<file path="src/rtl/mips_pkg.sv">
// mips_pkg
// Shared definitions for the 5-stage MIPS core: opcode constants, ALU op
// classes and the 10-bit decoded control word in the exact bit order that
// control_unit emits (regdst in the MSB down to aluop in the two LSBs).
package mips_pkg;

    localparam logic [5:0] OP_RTYPE = 6'd0;
    localparam logic [5:0] OP_LW    = 6'd35;
    localparam logic [5:0] OP_SW    = 6'd43;
    localparam logic [5:0] OP_BEQ   = 6'd4;
    localparam logic [5:0] OP_J     = 6'd2;

    localparam logic [1:0] ALUOP_ADD   = 2'b00;
    localparam logic [1:0] ALUOP_SUB   = 2'b01;
    localparam logic [1:0] ALUOP_FUNCT = 2'b10;

    typedef struct packed {
        logic       regdst;
        logic       alusrc;
        logic       memtoreg;
        logic       regwrite;
        logic       memread;
        logic       memwrite;
        logic       branch;
        logic       jump;
        logic [1:0] aluop;
    } ctrl_t;

    // A bubble is an all-zero control word: no register or memory write.
    localparam ctrl_t CTRL_BUBBLE = '0;

endpackage

</file>
<file path="src/rtl/id_ex_pipe_reg_if.sv">
// id_ex_if
// Bundle between the ID stage and the ID/EX pipeline register.
//   master : ID-stage side, drives id_* fields plus stall/flush and
//            observes the EX copies, ex_valid and the hazard controls.
//   slave  : the pipeline register itself.
// Optional macro ID_EX_PERF_CNT_EN adds the bubble_cnt/stall_cnt counters.
interface id_ex_if #(
    parameter int DATA_W  = 32,
    parameter int RADDR_W = 5
);
    logic               id_regdst, id_alusrc, id_memtoreg, id_regwrite;
    logic               id_memread, id_memwrite, id_branch, id_jump;
    logic [1:0]         id_aluop;
    logic [DATA_W-1:0]  id_pc4, id_rd1, id_rd2, id_imm;
    logic [RADDR_W-1:0] id_rs, id_rt, id_rd;
    logic [5:0]         id_funct;
    logic               stall, flush;

    logic               ex_regdst, ex_alusrc, ex_memtoreg, ex_regwrite;
    logic               ex_memread, ex_memwrite, ex_branch, ex_jump;
    logic [1:0]         ex_aluop;
    logic [DATA_W-1:0]  ex_pc4, ex_rd1, ex_rd2, ex_imm;
    logic [RADDR_W-1:0] ex_rs, ex_rt, ex_rd;
    logic [5:0]         ex_funct;
    logic               ex_valid, load_use, pc_write, ifid_write;
`ifdef ID_EX_PERF_CNT_EN
    logic [31:0]        bubble_cnt, stall_cnt;
`endif

    modport master (
`ifdef ID_EX_PERF_CNT_EN
        input  bubble_cnt, stall_cnt,
`endif
        output id_regdst, id_alusrc, id_memtoreg, id_regwrite,
               id_memread, id_memwrite, id_branch, id_jump, id_aluop,
               id_pc4, id_rd1, id_rd2, id_imm, id_rs, id_rt, id_rd, id_funct,
               stall, flush,
        input  ex_regdst, ex_alusrc, ex_memtoreg, ex_regwrite,
               ex_memread, ex_memwrite, ex_branch, ex_jump, ex_aluop,
               ex_pc4, ex_rd1, ex_rd2, ex_imm, ex_rs, ex_rt, ex_rd, ex_funct,
               ex_valid, load_use, pc_write, ifid_write
    );

    modport slave (
`ifdef ID_EX_PERF_CNT_EN
        output bubble_cnt, stall_cnt,
`endif
        input  id_regdst, id_alusrc, id_memtoreg, id_regwrite,
               id_memread, id_memwrite, id_branch, id_jump, id_aluop,
               id_pc4, id_rd1, id_rd2, id_imm, id_rs, id_rt, id_rd, id_funct,
               stall, flush,
        output ex_regdst, ex_alusrc, ex_memtoreg, ex_regwrite,
               ex_memread, ex_memwrite, ex_branch, ex_jump, ex_aluop,
               ex_pc4, ex_rd1, ex_rd2, ex_imm, ex_rs, ex_rt, ex_rd, ex_funct,
               ex_valid, load_use, pc_write, ifid_write
    );

endinterface

</file>
<file path="src/rtl/id_ex_pipe_reg_hazard_detect.sv">
// hazard_detect
// Purely combinational load-use detector, kept standalone so the forwarding
// unit's bench can reuse it.
//   ex_valid_i, ex_memread_i, ex_rt_i : state of the instruction in EX
//   id_rs_i, id_rt_i                  : source registers of the ID instruction
//   stall_i                           : external freeze
//   load_use_o                        : ID needs a value a load has not produced yet
//   pc_write_o, ifid_write_o          : front-end update enables
module hazard_detect #(
    parameter int RADDR_W = 5
) (
    input  logic               ex_valid_i,
    input  logic               ex_memread_i,
    input  logic [RADDR_W-1:0] ex_rt_i,
    input  logic [RADDR_W-1:0] id_rs_i,
    input  logic [RADDR_W-1:0] id_rt_i,
    input  logic               stall_i,
    output logic               load_use_o,
    output logic               pc_write_o,
    output logic               ifid_write_o
);

    // A load into $zero never produces a real dependency, so it is excluded.
    assign load_use_o = ex_valid_i & ex_memread_i & (ex_rt_i != '0)
                      & ((ex_rt_i == id_rs_i) | (ex_rt_i == id_rt_i));

    assign pc_write_o   = ~load_use_o & ~stall_i;
    assign ifid_write_o = ~load_use_o & ~stall_i;

endmodule

</file>
<file path="src/rtl/id_ex_pipe_reg.sv">
// id_ex_pipe_reg
// ID/EX pipeline register with integrated load-use bubble insertion.
//   clk   : core clock, rising edge
//   rst_n : asynchronous active-low reset
//   bus   : id_ex_if.slave carrying id_* inputs, stall/flush, ex_* copies,
//           ex_valid, load_use, pc_write, ifid_write
// Edge priority: flush (bubble) > stall (hold) > load_use (bubble) > capture.
// Optional macro ID_EX_PERF_CNT_EN adds bubble_cnt and stall_cnt.
module id_ex_pipe_reg
    import mips_pkg::*;
#(
    parameter int DATA_W  = 32,
    parameter int RADDR_W = 5
) (
    input logic   clk,
    input logic   rst_n,
    id_ex_if.slave bus
);

    ctrl_t              ctrl_q, ctrl_d, idCtrl;
    logic               valid_q, valid_d;
    logic [DATA_W-1:0]  pc4_q, pc4_d, rd1_q, rd1_d, rd2_q, rd2_d, imm_q, imm_d;
    logic [RADDR_W-1:0] rs_q, rs_d, rt_q, rt_d, rd_q, rd_d;
    logic [5:0]         funct_q, funct_d;
    logic               loadUse;

    assign idCtrl = {bus.id_regdst, bus.id_alusrc, bus.id_memtoreg, bus.id_regwrite,
                     bus.id_memread, bus.id_memwrite, bus.id_branch, bus.id_jump,
                     bus.id_aluop};

    hazard_detect #(.RADDR_W(RADDR_W)) u_hazard (
        .ex_valid_i   (valid_q),
        .ex_memread_i (ctrl_q.memread),
        .ex_rt_i      (rt_q),
        .id_rs_i      (bus.id_rs),
        .id_rt_i      (bus.id_rt),
        .stall_i      (bus.stall),
        .load_use_o   (loadUse),
        .pc_write_o   (bus.pc_write),
        .ifid_write_o (bus.ifid_write)
    );

    // Next-state selection. Data fields follow the inputs whenever the
    // register is not frozen; only the control word and valid distinguish
    // a bubble from a real capture.
    always_comb begin
        ctrl_d  = ctrl_q;
        valid_d = valid_q;
        pc4_d   = pc4_q;
        rd1_d   = rd1_q;
        rd2_d   = rd2_q;
        imm_d   = imm_q;
        rs_d    = rs_q;
        rt_d    = rt_q;
        rd_d    = rd_q;
        funct_d = funct_q;
        if (bus.flush || !bus.stall) begin
            pc4_d   = bus.id_pc4;
            rd1_d   = bus.id_rd1;
            rd2_d   = bus.id_rd2;
            imm_d   = bus.id_imm;
            rs_d    = bus.id_rs;
            rt_d    = bus.id_rt;
            rd_d    = bus.id_rd;
            funct_d = bus.id_funct;
        end
        if (bus.flush) begin
            ctrl_d  = CTRL_BUBBLE;
            valid_d = 1'b0;
        end else if (bus.stall) begin
            ctrl_d  = ctrl_q;
            valid_d = valid_q;
        end else if (loadUse) begin
            ctrl_d  = CTRL_BUBBLE;
            valid_d = 1'b0;
        end else begin
            ctrl_d  = idCtrl;
            valid_d = 1'b1;
        end
    end

    // Pipeline state register; reset empties the EX slot immediately.
    always_ff @(posedge clk or negedge rst_n) begin
        if (!rst_n) begin
            ctrl_q  <= CTRL_BUBBLE;
            valid_q <= 1'b0;
            pc4_q   <= '0;
            rd1_q   <= '0;
            rd2_q   <= '0;
            imm_q   <= '0;
            rs_q    <= '0;
            rt_q    <= '0;
            rd_q    <= '0;
            funct_q <= '0;
        end else begin
            ctrl_q  <= ctrl_d;
            valid_q <= valid_d;
            pc4_q   <= pc4_d;
            rd1_q   <= rd1_d;
            rd2_q   <= rd2_d;
            imm_q   <= imm_d;
            rs_q    <= rs_d;
            rt_q    <= rt_d;
            rd_q    <= rd_d;
            funct_q <= funct_d;
        end
    end

    assign bus.ex_regdst   = ctrl_q.regdst;
    assign bus.ex_alusrc   = ctrl_q.alusrc;
    assign bus.ex_memtoreg = ctrl_q.memtoreg;
    assign bus.ex_regwrite = ctrl_q.regwrite;
    assign bus.ex_memread  = ctrl_q.memread;
    assign bus.ex_memwrite = ctrl_q.memwrite;
    assign bus.ex_branch   = ctrl_q.branch;
    assign bus.ex_jump     = ctrl_q.jump;
    assign bus.ex_aluop    = ctrl_q.aluop;
    assign bus.ex_pc4      = pc4_q;
    assign bus.ex_rd1      = rd1_q;
    assign bus.ex_rd2      = rd2_q;
    assign bus.ex_imm      = imm_q;
    assign bus.ex_rs       = rs_q;
    assign bus.ex_rt       = rt_q;
    assign bus.ex_rd       = rd_q;
    assign bus.ex_funct    = funct_q;
    assign bus.ex_valid    = valid_q;
    assign bus.load_use    = loadUse;

`ifdef ID_EX_PERF_CNT_EN
    logic [31:0] bubbleCnt_q, bubbleCnt_d, stallCnt_q, stallCnt_d;

    // A load-use bubble is only counted when it actually enters EX, i.e.
    // neither a flush nor a stall overrides it on this edge.
    always_comb begin
        bubbleCnt_d = bubbleCnt_q;
        stallCnt_d  = stallCnt_q;
        if (!bus.flush && !bus.stall && loadUse) begin
            bubbleCnt_d = bubbleCnt_q + 32'd1;
        end
        if (bus.stall) begin
            stallCnt_d = stallCnt_q + 32'd1;
        end
    end

    // Counter registers, free-running modulo 2^32.
    always_ff @(posedge clk or negedge rst_n) begin
        if (!rst_n) begin
            bubbleCnt_q <= '0;
            stallCnt_q  <= '0;
        end else begin
            bubbleCnt_q <= bubbleCnt_d;
            stallCnt_q  <= stallCnt_d;
        end
    end

    assign bus.bubble_cnt = bubbleCnt_q;
    assign bus.stall_cnt  = stallCnt_q;
`endif

endmodule

</file>
<file path="src/flat_wrapper.sv">
// flat-port wrapper written by rule: the top's interface ports become plain ports
module id_ex_pipe_reg_flat import mips_pkg::*;
#(
    parameter int DATA_W  = 32,
    parameter int RADDR_W = 5
)
  (clk, rst_n, bus_id_regdst, bus_id_alusrc, bus_id_memtoreg, bus_id_regwrite, bus_id_memread, bus_id_memwrite, bus_id_branch, bus_id_jump, bus_id_aluop, bus_id_pc4, bus_id_rd1, bus_id_rd2, bus_id_imm, bus_id_rs, bus_id_rt, bus_id_rd, bus_id_funct, bus_stall, bus_flush, bus_ex_regdst, bus_ex_alusrc, bus_ex_memtoreg, bus_ex_regwrite, bus_ex_memread, bus_ex_memwrite, bus_ex_branch, bus_ex_jump, bus_ex_aluop, bus_ex_pc4, bus_ex_rd1, bus_ex_rd2, bus_ex_imm, bus_ex_rs, bus_ex_rt, bus_ex_rd, bus_ex_funct, bus_ex_valid, bus_load_use, bus_pc_write, bus_ifid_write);
  id_ex_if #(.DATA_W(DATA_W), .RADDR_W(RADDR_W)) bus_i ();
  input logic clk;
  input logic rst_n;
  input wire logic [$bits(bus_i.id_regdst)-1:0] bus_id_regdst;
  input wire logic [$bits(bus_i.id_alusrc)-1:0] bus_id_alusrc;
  input wire logic [$bits(bus_i.id_memtoreg)-1:0] bus_id_memtoreg;
  input wire logic [$bits(bus_i.id_regwrite)-1:0] bus_id_regwrite;
  input wire logic [$bits(bus_i.id_memread)-1:0] bus_id_memread;
  input wire logic [$bits(bus_i.id_memwrite)-1:0] bus_id_memwrite;
  input wire logic [$bits(bus_i.id_branch)-1:0] bus_id_branch;
  input wire logic [$bits(bus_i.id_jump)-1:0] bus_id_jump;
  input wire logic [$bits(bus_i.id_aluop)-1:0] bus_id_aluop;
  input wire logic [$bits(bus_i.id_pc4)-1:0] bus_id_pc4;
  input wire logic [$bits(bus_i.id_rd1)-1:0] bus_id_rd1;
  input wire logic [$bits(bus_i.id_rd2)-1:0] bus_id_rd2;
  input wire logic [$bits(bus_i.id_imm)-1:0] bus_id_imm;
  input wire logic [$bits(bus_i.id_rs)-1:0] bus_id_rs;
  input wire logic [$bits(bus_i.id_rt)-1:0] bus_id_rt;
  input wire logic [$bits(bus_i.id_rd)-1:0] bus_id_rd;
  input wire logic [$bits(bus_i.id_funct)-1:0] bus_id_funct;
  input wire logic [$bits(bus_i.stall)-1:0] bus_stall;
  input wire logic [$bits(bus_i.flush)-1:0] bus_flush;
  output wire logic [$bits(bus_i.ex_regdst)-1:0] bus_ex_regdst;
  output wire logic [$bits(bus_i.ex_alusrc)-1:0] bus_ex_alusrc;
  output wire logic [$bits(bus_i.ex_memtoreg)-1:0] bus_ex_memtoreg;
  output wire logic [$bits(bus_i.ex_regwrite)-1:0] bus_ex_regwrite;
  output wire logic [$bits(bus_i.ex_memread)-1:0] bus_ex_memread;
  output wire logic [$bits(bus_i.ex_memwrite)-1:0] bus_ex_memwrite;
  output wire logic [$bits(bus_i.ex_branch)-1:0] bus_ex_branch;
  output wire logic [$bits(bus_i.ex_jump)-1:0] bus_ex_jump;
  output wire logic [$bits(bus_i.ex_aluop)-1:0] bus_ex_aluop;
  output wire logic [$bits(bus_i.ex_pc4)-1:0] bus_ex_pc4;
  output wire logic [$bits(bus_i.ex_rd1)-1:0] bus_ex_rd1;
  output wire logic [$bits(bus_i.ex_rd2)-1:0] bus_ex_rd2;
  output wire logic [$bits(bus_i.ex_imm)-1:0] bus_ex_imm;
  output wire logic [$bits(bus_i.ex_rs)-1:0] bus_ex_rs;
  output wire logic [$bits(bus_i.ex_rt)-1:0] bus_ex_rt;
  output wire logic [$bits(bus_i.ex_rd)-1:0] bus_ex_rd;
  output wire logic [$bits(bus_i.ex_funct)-1:0] bus_ex_funct;
  output wire logic [$bits(bus_i.ex_valid)-1:0] bus_ex_valid;
  output wire logic [$bits(bus_i.load_use)-1:0] bus_load_use;
  output wire logic [$bits(bus_i.pc_write)-1:0] bus_pc_write;
  output wire logic [$bits(bus_i.ifid_write)-1:0] bus_ifid_write;
  assign bus_i.id_regdst = bus_id_regdst;
  assign bus_i.id_alusrc = bus_id_alusrc;
  assign bus_i.id_memtoreg = bus_id_memtoreg;
  assign bus_i.id_regwrite = bus_id_regwrite;
  assign bus_i.id_memread = bus_id_memread;
  assign bus_i.id_memwrite = bus_id_memwrite;
  assign bus_i.id_branch = bus_id_branch;
  assign bus_i.id_jump = bus_id_jump;
  assign bus_i.id_aluop = bus_id_aluop;
  assign bus_i.id_pc4 = bus_id_pc4;
  assign bus_i.id_rd1 = bus_id_rd1;
  assign bus_i.id_rd2 = bus_id_rd2;
  assign bus_i.id_imm = bus_id_imm;
  assign bus_i.id_rs = bus_id_rs;
  assign bus_i.id_rt = bus_id_rt;
  assign bus_i.id_rd = bus_id_rd;
  assign bus_i.id_funct = bus_id_funct;
  assign bus_i.stall = bus_stall;
  assign bus_i.flush = bus_flush;
  assign bus_ex_regdst = bus_i.ex_regdst;
  assign bus_ex_alusrc = bus_i.ex_alusrc;
  assign bus_ex_memtoreg = bus_i.ex_memtoreg;
  assign bus_ex_regwrite = bus_i.ex_regwrite;
  assign bus_ex_memread = bus_i.ex_memread;
  assign bus_ex_memwrite = bus_i.ex_memwrite;
  assign bus_ex_branch = bus_i.ex_branch;
  assign bus_ex_jump = bus_i.ex_jump;
  assign bus_ex_aluop = bus_i.ex_aluop;
  assign bus_ex_pc4 = bus_i.ex_pc4;
  assign bus_ex_rd1 = bus_i.ex_rd1;
  assign bus_ex_rd2 = bus_i.ex_rd2;
  assign bus_ex_imm = bus_i.ex_imm;
  assign bus_ex_rs = bus_i.ex_rs;
  assign bus_ex_rt = bus_i.ex_rt;
  assign bus_ex_rd = bus_i.ex_rd;
  assign bus_ex_funct = bus_i.ex_funct;
  assign bus_ex_valid = bus_i.ex_valid;
  assign bus_load_use = bus_i.load_use;
  assign bus_pc_write = bus_i.pc_write;
  assign bus_ifid_write = bus_i.ifid_write;
  id_ex_pipe_reg #(.DATA_W(DATA_W), .RADDR_W(RADDR_W)) u_core (.clk(clk), .rst_n(rst_n), .bus(bus_i));
endmodule
</file>
<file path="config.mk">
export PLATFORM = sky130hd
export DESIGN_NAME = id_ex_pipe_reg_flat
export DESIGN_NICKNAME = d
export VERILOG_FILES = /design/src/rtl/mips_pkg.sv /design/src/rtl/id_ex_pipe_reg_if.sv /design/src/rtl/id_ex_pipe_reg_hazard_detect.sv /design/src/rtl/id_ex_pipe_reg.sv /design/src/flat_wrapper.sv
export SDC_FILE = /design/constraint.sdc
export NUM_CORES = 1
export LEC_CHECK = 0
export ABC_CLOCK_PERIOD_IN_PS = 1700
export CAP_MARGIN = 20
export CORE_MARGIN = 3
export CORE_UTILIZATION = 36
export DETAILED_ROUTE_END_ITERATION = 7
export GPL_TIMING_DRIVEN = 0
export PLACE_DENSITY = 0.84
export SLEW_MARGIN = 5
export SYNTH_ARGS = -nofsm -noshare
export SYNTH_HDL_FRONTEND = slang
export SYNTH_SLANG_ARGS = --single-unit
</file>
<file path="constraint.sdc">
create_clock -name clk -period 1.7 [get_ports clk]
set_input_delay 0.17 -clock clk [delete_from_list [all_inputs] [get_ports clk]]
set_output_delay 0.17 -clock clk [all_outputs]
set_load 0.02 [all_outputs]
</file>
* Yosys cells after proc, flatten, opt, wreduce, memory -nomap -nowiden
Index checks and enable logic that the tools add are counted.
Word-level totals: bits in registers 160, input port bits 163, logic and storage cells 37
Operators by class: equal/unequal tests 3, multiplexer cells 6, bitwise operators 7, reduce and logical (&&, ||, !) cells 3
Operators with widths (number):
- 10-bit two-way mux | 3
- 5-bit == test | 2
- 5-bit nonzero test | 1
- 1-bit bitwise AND | 4
- 1-bit two-way mux | 3
- 2-bit by 1-bit inequality test with 1-bit output (second input constant) | 1
- 1-bit inverter | 2
- 1-bit logical NOT | 1
- 1-bit logical OR | 1
- 1-bit bitwise OR | 1

* Logic depth before layout (Yosys ltp)
depth in word-level cells 6, gate-level depth with buffers 6

* Hierarchy
Synthesis repeated with hierarchy kept, for this count alone.
Second synthesis, totals: cell total of the unflattened synthesis 365, area, all modules 6556.3 um2
Modules (own cells, without submodules):
- id_ex_pipe_reg | instances 1, cells each 344, area each 6402.4 um2
- hazard_detect | instances 1, cells each 21, area each 153.9 um2

* Least setup slack after synthesis
OpenSTA, ideal clock, no wires.
kind register to output, from register u_core.rt_q[0], in the netlist u_core.bus.ex_rt[0], to output bus_pc_write, data arrival time 1887 ps, data required time 1530 ps, path slack -357 ps, cell stages (with the launch flop) 7, cells stage by stage dfrtp_1 or4_1 o211ai_2 buf_6 inv_2 a21oi_2 buf_4
On the way: cells in the longest elaborated chain, start to end 5, elaborated cells on any way between the ends 8
Ends and longest elaborated chain:
- start: declaration | line id_ex_pipe_reg.sv:23 | logic [RADDR_W-1:0] rs_q, rs_d, rt_q, rt_d, rd_q, rd_d;
- start signal: assignment | line id_ex_pipe_reg.sv:103 | rt_q <= rt_d;
- 5-bit == test / 5-bit nonzero test (equally long branches) | line id_ex_pipe_reg_hazard_detect.sv:25, id_ex_pipe_reg_hazard_detect.sv:24
- 1-bit bitwise OR / 1-bit bitwise AND (equally long branches) | line id_ex_pipe_reg_hazard_detect.sv:25, id_ex_pipe_reg_hazard_detect.sv:24
- 1-bit bitwise AND * | line id_ex_pipe_reg_hazard_detect.sv:25 | & ((ex_rt_i == id_rs_i) | (ex_rt_i == id_rt_i));
- 1-bit inverter *
- 1-bit bitwise AND *
- end: declaration | line flat_wrapper.sv:49 | output wire logic [$bits(bus_i.pc_write)-1:0] bus_pc_write;
Every way passes the cells marked *; elsewhere a longest branch is shown, timed or not.

* Worst setup path in the final report
from register u_core.rt_q[1], in the netlist u_core.bus.ex_rt[1], to output bus_pc_write
On the way: cells in the longest elaborated chain, start to end 5, elaborated cells on any way between the ends 8
Ends and longest elaborated chain:
- 5-bit == test / 5-bit nonzero test (equally long branches) | line id_ex_pipe_reg_hazard_detect.sv:25, id_ex_pipe_reg_hazard_detect.sv:24
- 1-bit bitwise OR / 1-bit bitwise AND (equally long branches) | line id_ex_pipe_reg_hazard_detect.sv:25, id_ex_pipe_reg_hazard_detect.sv:24
- 1-bit bitwise AND * | line id_ex_pipe_reg_hazard_detect.sv:25
- 1-bit inverter * | line id_ex_pipe_reg_hazard_detect.sv:27 | assign pc_write_o = ~load_use_o & ~stall_i;
- 1-bit bitwise AND * | line id_ex_pipe_reg_hazard_detect.sv:27
Marked as above.

==> impl_metrics.ini <==
[outcome]
outcome = complete, but fails checks
violations = negative setup slack

[die]
dieArea_um2 = 19140
core_area_um2 = 16880
die_width_um = 138.4
rows = 47
start_util_pct = 37.37
io_pins = 326
dieHeight_um = 138.4

[timing]
drv_slew = 0
finalClockSkew_ps = 4.531
fin_crit_ps = 2233
rsz0062_at_grt = true
max_freq_ghz = 0.4478
final.period_utilization_pct = 131.4
worst_pin_slew_ps = 622.9
max-slew-margin-rel_pct = 58.47
worst_slack_ps = -533.4
hold_violations = 0
fin_hold_ws_ps = 265.3
setup_viol = 13

[setup_path]
crit_path_max_fanout = 2
end_kind = primary output
ff2ff_path_depth = 6
cp.required_ps = 1530
critPathMaxStageDelay_ps = 560
cp-start-kind = register
crit_family = simple AND/OR/NAND/NOR gates
cp_cell_sequence = or4_4 > o211ai_4 > buf_6 > inv_4 > a21oi_4 > buf_6 > buf_6
crit_top_cell = buf_6
crit_cells = 7
cp_num_buf_inv = 4
crit_path_top_delay_cell = or4_4
critPathKind = register to primary output
critPathArrivalTime_ps = 2060

[grt]
grt_first_pass_wirelength_um = 33110
grt_max_degree = 107
grt_pass1_vias = 5956
grt_overflow = 0
antenna_found_initial = 0
grtUsageTotal_pct = 21.56

[yosys]
synth_cells = 714
syn_area_um2 = 6307
ys.flop_type = dfrtp_1
avgSynthCellArea_um2 = 8.834
synth_fp_nets = 877
ys_ff_latch = 160
ys_seq_area_share_pct = 63.48
synth_edf_count = 0
post_synth_num_cell_types = 25
async_reset_ff_share_pct = 100.0
yosys_warnings = 0

[routing]
dr.pass1.iters = 4
vias = 5969
drc = 0
detail-route-antenna-nets = 0
vias_per_cell = 4.577
wl_per_cell_um = 16.10
wirelength_um = 20990
drt_iter0_markers = 336

[place]
place_ws_ps = -872.9
gp_congestion = 0.8407
port_buffers = 325
dpl.hpwl_um = 15440
placedCellCount = 1260

[finish]
area_growth_pct = 68.04
final_util_pct = 62.80
n_fill_cell = 1425
layout.cells.non_filler = 1304
n_antenna_cell = 0
nNetsFinal = 1234
drive_gt1_share_pct = 8.026

[cts]
cts_inserted_buffers = 17
path_clk_slew_ps = 60
clk_latency_ps = 410
cts.sinks = 160
clockBufferDepth = 2
cts_tree = built
ctsRootBufferMaster = clkbuf_16
htreeDepth = 4

[min_path]
min_path_type = input port to async pin

[pwr]
power.density_nw_per_um2 = 969.6
ir_drop_v = 0.0006312
power_leakage_nw = 5.120

[job]
drv_cap = 0
==> power breakdown <==
part | switching (mW) | leakage (nW) | total (mW) | internal (mW)
clock network | 1.59 | 0.272 | 3.73 | 2.14
registers | 0.185 | 1.92 | 4.31 | 4.13
logic | 1.12 | 2.93 | 2.23 | 1.11
==> through the flow <==
stage | TNS (ps) | cell area, um2 | total power [mW]
6_report | -1854 | 10600 | 10.28
4_1_cts | -1832 | 10550 | 10.34
3_3_place_gp | -1048430 | 9852 | 6.518
5_1_grt | -2672 | 10600 | 10.71
3_5_place_dp | -63620 | 9884 | 6.575
2_1_floorplan | -308.4 | 6324 | 5.245
==> cells by family (layout without fill, tap and decap cells) <==
family	after synthesis	after routing	share of synthesized area, %
compound gates	24	24	3.214
simple gates	467	467	28.23
flops	160	160	63.48
xor+xnor	10	10	1.389
buf+inv	53	423	3.690
==> layer usage <==
| layer | track usage [%] | wire length, um |
|---|---|---|
| met1 | 26.35 | 8385 |
| met2 | 37.13 | 10740 |
| met3 | 5.559 | 1314 |
| met4 | 7.592 | 552 |
| met5 | 0 | 0 |
==> layout make-up <==
class / instances / area (um2) / area share (%)
Clock buffer: 21 / 470.5 / 4.439
Buffer: 42 / 216.5 / 2.042
Inverter: 11 / 43.79 / 0.4132
Tap cell: 220 / 275.3 / 2.597
Clock inverter: 11 / 105.1 / 0.9916
Multi-Input combinational cell: 501 / 2112 / 19.93
Sequential cell: 160 / 4008 / 37.81
Timing Repair Buffer: 338 / 3368 / 31.78
==> path summary, 6_finish.rpt <==
check                                                      to  slack (ps)                             from
max in group asynchronous    u_core.bus.ex_pc4[3]$_DFFE_PN0P_         550                            rst_n
min in group clk              u_core.bus.ex_rd[2]$_DFFE_PN0P_         280                     bus_id_rd[2]
min                         u_core.bus.ex_pc4[15]$_DFFE_PN0P_         270                            rst_n
max                                              bus_pc_write        -530  u_core.bus.ex_rt[1]$_DFFE_PN0P_
max reg2reg                u_core.bus.ex_regwrite$_DFFE_PN0P_         -80  u_core.bus.ex_rt[1]$_DFFE_PN0P_
min reg2reg                   u_core.bus.ex_rs[2]$_DFFE_PN0P_         460  u_core.bus.ex_rs[2]$_DFFE_PN0P_
==> cell usage in the layout (no fill, tap or decap), types with 4 or more instances in the layout <==
master	instances
xnor2_1	9
clkinvlp_4	4
inv_1	10
clkbuf_2	7
nor3_1	9
buf_4	12
a22oi_1	9
clkbuf_1	13
buf_6	5
o41ai_1	9
clkdlybuf4s50_1	316
buf_2	17
dlygate4sd2_1	4
dfrtp_1	157
nand2_1	450
clkbuf_16	17
==> cells in the mapped netlist (all sizes together) (2+ instances only) <==
cell type  instances  area [um2]
nand2            450        1689
dfrtp            160        4004
buf               22       116.4
clkbuf            20       75.07
inv               11       41.29
xnor2             10       87.58
a22oi              9       67.56
nor3               9       45.04
o41ai              9       78.83
nand3              2       10.01
nor2               2       7.510
==> state kept, by name, summed over array words and instances (netlist names), 2 cells and up <==
register	flops
u_core.bus.ex_imm	32
u_core.bus.ex_pc4	32
u_core.bus.ex_rd1	32
u_core.bus.ex_rd2	32
u_core.bus.ex_funct	6
u_core.bus.ex_rd	5
u_core.bus.ex_rs	5
u_core.bus.ex_rt	5
u_core.bus.ex_aluop	2
==> what timing repair did <==
| item | 4_1_cts | 5_1_grt |
|---|---|---|
| buffers inserted | 9 | 2 |
| endpoints found under the setup margin | 117 | 52 |
| gates resized for setup | 28 | 19 |
| hold buffers | 1 | 0 |
| hold endpoints to repair | 54 | 0 |
| pin swaps | 3 | 2 |
Power figures use the tool's default switching activity.
